### src/rtl/serial_subtractor.sv
// Bit-serial WIDTH-bit subtractor: one full-subtractor cell, registered borrow, LSB first.
// Optional macro SERIAL_SUB_OVF_EN adds a registered signed-overflow flag (ovf).
module serial_subtractor #(
  parameter int WIDTH = 8
) (
  input  logic             clk,
  input  logic             rst_n,
  input  logic             start,
  input  logic [WIDTH-1:0] a,
  input  logic [WIDTH-1:0] b,
  input  logic             bin,
  output logic             ready,
  output logic             busy,
  output logic             done,
  output logic [WIDTH-1:0] diff,
  output logic             borrow_out,
  output logic             bit_out,
  output logic             bit_valid,
`ifdef SERIAL_SUB_OVF_EN
  output logic             ovf,
`endif
  output logic [1:0]       state_dbg
);

  localparam int CNT_W = $clog2(WIDTH);

  // Handshake: an operation is accepted on a rising edge where start=1 and ready=1;
  // start at any other time is dropped. done is a one-cycle valid pulse for diff/borrow_out.
  typedef enum logic [1:0] {
    S_IDLE = 2'd0,
    S_RUN  = 2'd1,
    S_DONE = 2'd2
  } state_t;

  state_t             state, state_nxt;
  logic [WIDTH-1:0]   sa, sb;
  logic               br;
  logic [CNT_W-1:0]   cnt;
  logic               d, bnext, last;

  // Full-subtractor cell on the current LSBs and the registered borrow.
  assign d     = sa[0] ^ sb[0] ^ br;
  assign bnext = (~sa[0] & sb[0]) | (~(sa[0] ^ sb[0]) & br);
  assign last  = (cnt == CNT_W'(WIDTH - 1));

  always_ff @(posedge clk or negedge rst_n) begin
    if (!rst_n) state <= S_IDLE;
    else        state <= state_nxt;
  end

  always_comb begin
    state_nxt = state;
    case (state)
      S_IDLE:  if (start) state_nxt = S_RUN;
      S_RUN:   if (last)  state_nxt = S_DONE;
      S_DONE:  state_nxt = S_IDLE;
      default: state_nxt = S_IDLE;
    endcase
  end

  always_comb begin
    ready     = (state == S_IDLE);
    busy      = (state == S_RUN);
    done      = (state == S_DONE);
    bit_valid = busy;
    bit_out   = busy ? d : 1'b0;
    state_dbg = state;
  end

  always_ff @(posedge clk or negedge rst_n) begin
    if (!rst_n) begin
      sa         <= '0;
      sb         <= '0;
      br         <= 1'b0;
      cnt        <= '0;
      diff       <= '0;
      borrow_out <= 1'b0;
`ifdef SERIAL_SUB_OVF_EN
      ovf        <= 1'b0;
`endif
    end else begin
      if (state == S_IDLE && start) begin
        sa   <= a;
        sb   <= b;
        br   <= bin;
        cnt  <= '0;
        diff <= '0;
      end else if (state == S_RUN) begin
        diff <= {d, diff[WIDTH-1:1]};
        sa   <= {1'b0, sa[WIDTH-1:1]};
        sb   <= {1'b0, sb[WIDTH-1:1]};
        br   <= bnext;
        cnt  <= last ? cnt : cnt + CNT_W'(1);
        if (last) begin
          borrow_out <= bnext;
`ifdef SERIAL_SUB_OVF_EN
          // On the final bit sa[0]/sb[0] hold the original operand MSBs and d is the result MSB.
          ovf <= (sa[0] != sb[0]) && (d != sa[0]);
`endif
        end
      end
    end
  end

endmodule

### config.mk
export PLATFORM = sky130hd
export DESIGN_NAME = serial_subtractor
export DESIGN_NICKNAME = d
export VERILOG_FILES = /design/src/rtl/serial_subtractor.sv
export SDC_FILE = /design/constraint.sdc
export NUM_CORES = 1
export LEC_CHECK = 0
export ABC_CLOCK_PERIOD_IN_PS = 1950
export BUFFER_PORTS_ARGS = -buffer_cell sky130_fd_sc_hd__buf_2
export CAP_MARGIN = 30
export CORE_MARGIN = 1
export CORE_UTILIZATION = 45
export CTS_CLUSTER_SIZE = 8
export DETAILED_ROUTE_END_ITERATION = 7
export PLACE_DENSITY = 0.7
export SLEW_MARGIN = 20
export SYNTH_ARGS = -nofsm -noshare
export SYNTH_HDL_FRONTEND = slang
export SYNTH_SLANG_ARGS = --single-unit
### constraint.sdc
create_clock -name clk -period 1.95 [get_ports clk]
set_clock_uncertainty 0.15 [all_clocks]
set_input_delay 0 -clock clk [delete_from_list [all_inputs] [get_ports clk]]
set_output_delay 0 -clock clk [all_outputs]
set_load 0.02 [all_outputs]
==> run metrics <==
critical path launch point type register; I/O Buffers 35; post-layout min period 1.77 ns; Comb pwr share 0.420; initial core utilization 0.485; switching part of the total 0.385; H-tree lvl count 2; dpl hpwl 1950 um; register area share after synthesis 0.566; xor/xnor cell area share of the yosys netlist 0; Yosys reg bits 31; largest family of logic cells by synthesized area compound AO/OA/AOI/OAI gates; Final Power 2.88 mW; Global Route met2 Usage 0.375; antenna viol nets, final 0; routing usage on met3 0.0658; Tcrit/Tclk final 0.905; Ports 36; Synth Area in Adders 0.0328; Worst slew margin 0.555; largest net degree at the start of global routing 32; RSZ-0062 raised after global routing false; Sequential Power Share 0.398; Synth async-reset ratio 1.00; nets 204; DRT iter0 DRCs 52; CTS sink count 31; top cell type's share of synthesized area 0.566; FF+latch area 777 um2; Antenna Cells 0; CTS root buffer clkbuf_4; Top Usage Layer GRT met2; placed cell count 184; setup tns final 0 ns; Max clock buf depth 2; power share of the clock group 0.182; CP Data Arrival Time 1.84 ns; Fmax achieved 566 MHz; multi-input logic area 514 um2; met1 GRT Util 0.261; first-pass GRT wire length 5360 um; Area growth syn-to-layout 33.6%; main flop type after synthesis dfrtp_1; routability congestion estimate 0.811; DR vias 1189; Post-synth EDFFs 0; Inserted Clock Buffers 5; Routed WL per cell 14.4 um; max-slew violation count 0; number of iterations in the first detailed-routing pass 7; Final Core Density 0.648; failing checks DRC; post-synthesis compound-gate area fraction 0.230; worst hold path type input pin to asynchronous set/reset pin; post-CTS setup buffer count 0; total overflow reported by the global router 0; Tot GR Track Use 0.219; syn avg cell area 11.0 um2; max_cap viols 0; status complete, but fails checks; die height 57.2 um; initial antenna violation count 0; Syn Nets 148; core footprint 2830 um2; Worst Setup Path Type register to register; multiplexer area fraction after synthesis 0; fraction of layout cells with a size suffix above 1 0.275; top-count cell post-synth dfrtp_1; die footprint 3270 um2; simple-gate portion of the synthesized area 0.112; Synth area leaders dfrtp_1, o22ai_1, a21oi_1; Synth Cell Area 1370 um2; setup violators final 0; Req. time, crit path 2.03 ns; row count 19; Final Hold Fails 0; number of synthesis warnings 0; commonest cells in the netlist dfrtp_1, nor2_1, a21oi_1, o22ai_1, a22o_1; peak fanout along the critical path 12; DIE WIDTH 57.2 um; Crit. End Element register; clock-pin transition on the worst setup and hold timing paths 0.10 ns; WL final 3060 um; Non-Filler Instances 213; Synth cell types 30; drc violations 2; LEAKAGE 0.887 nW; Fillers 231; internal power 1.77 mW; Slew @ Worst Pin 0.667 ns; cell taking the most area after synthesis dfrtp_1; cell count after synthesis 125; maximum vdd drop 0.904 mV; DR vias/cell 5.58; clock latency on the worst-skew pair 0.33 ns; pwr dens 1570 nW/um2; CTS tree built; Net Sw Power 1.11 mW; vias in the first global route 1251
metal layers:
metal  vias to the layer above  share of wire  wire, um
li1                        569              -         -
met1                       574           0.42      1300
met2                        36           0.50      1530
met3                        10          0.049       150
met4                         0          0.025        78
met5                         -              0         0
path summary, 6_finish.rpt:
kind | start | endpoint | slack (ns) | depth (start not counted)
min in group clk | a[7] | sa[7]$_DFFE_PN0P_ | 0.33 | 3
worst max register to register | state_dbg[0]$_DFFE_PN0P_ | sb[0]$_DFFE_PN0P_ | 0.18 | 3
worst min register to register | borrow_out$_DFFE_PN0P_ | borrow_out$_DFFE_PN0P_ | 0.34 | 2
worst min-delay path | rst_n | state_dbg[0]$_DFFE_PN0P_ | 0.08 | 2
max in group asynchronous | rst_n | state_dbg[1]$_DFFE_PN0P_ | 1.11 | 2
worst max-delay path | state_dbg[0]$_DFFE_PN0P_ | sb[0]$_DFFE_PN0P_ | 0.18 | 3
critical path, cell delays in order, from the launching register on:
cell and delay [ns]:
dfrtp_1 0.52, nor4b_1 0.34, dlygate4sd3_1 0.60, nor3_1 0.05
cells by family after synthesis:
family                   count (synthesis)
adder cells (fa/ha/maj)                  3
AND/OR/NAND/NOR                         30
buffers and inverters                   14
AO/OA/AOI/OAI                           47
flip-flops                              31
area by class of cell:
| type | count | share of cell area |
|---|---|---|
| Sequential cell | 31 | 0.424 |
| Clock inverter | 2 | 0.0191 |
| Multi-Input combinational cell | 80 | 0.281 |
| Clock buffer | 6 | 0.0280 |
| Tap cell | 31 | 0.0212 |
| Inverter | 6 | 0.0123 |
| Timing Repair Buffer | 57 | 0.214 |
registers in the layout, indices dropped and copies added, names as in the netlist:
register,cells
sb,8
sa,8
borrow_out,1
diff,8
state_dbg,2
br,1
cnt,3
power groups by stage:
stage / clock network [mW] / logic (mW) / registers (mW)
floorplan: 0 / 0.842 / 1.20
global placement: 0 / 1.14 / 1.14
detailed placement: 0 / 1.19 / 1.15
CTS: 0.534 / 1.22 / 1.14
global route: 0.556 / 1.36 / 1.19
finish: 0.525 / 1.21 / 1.14
timing repair:
action,CTS,global route
endpoints found under the hold margin,48,0
resized for setup,0,1
hold buffers,21,0
setup endpoints to repair,0,1
cells in the final DEF, fill, tap and decap left out, types with 2 or more instances in the layout:
cell type / Yosys / layout
dfrtp_1: 31 / 30
o2bb2ai_1: 3 / 3
a22o_1: 7 / 7
nor3_1: 4 / 4
inv_1: 4 / 4
clkbuf_4: 0 / 5
dlygate4sd3_1: 0 / 21
nor2_1: 17 / 17
nor4b_1: 2 / 2
a21oi_1: 15 / 15
ha_1: 2 / 2
buf_2: 2 / 35
o22ai_1: 14 / 14
a32o_1: 2 / 2
a22oi_1: 2 / 2
through the flow:
stage	area, um2	hold slack [ns]	setup WS (ns)
after CTS	1830	0.0938	0.100
after global routing	1830	0.152	0.0604
after floorplan	1370	-0.446	0.363
after detailed placement	1530	-0.0670	0.469
final	1830	0.0758	0.185
after global placement	1530	-0.0742	0.496
Note: power is estimated with default switching activity, not from simulation.
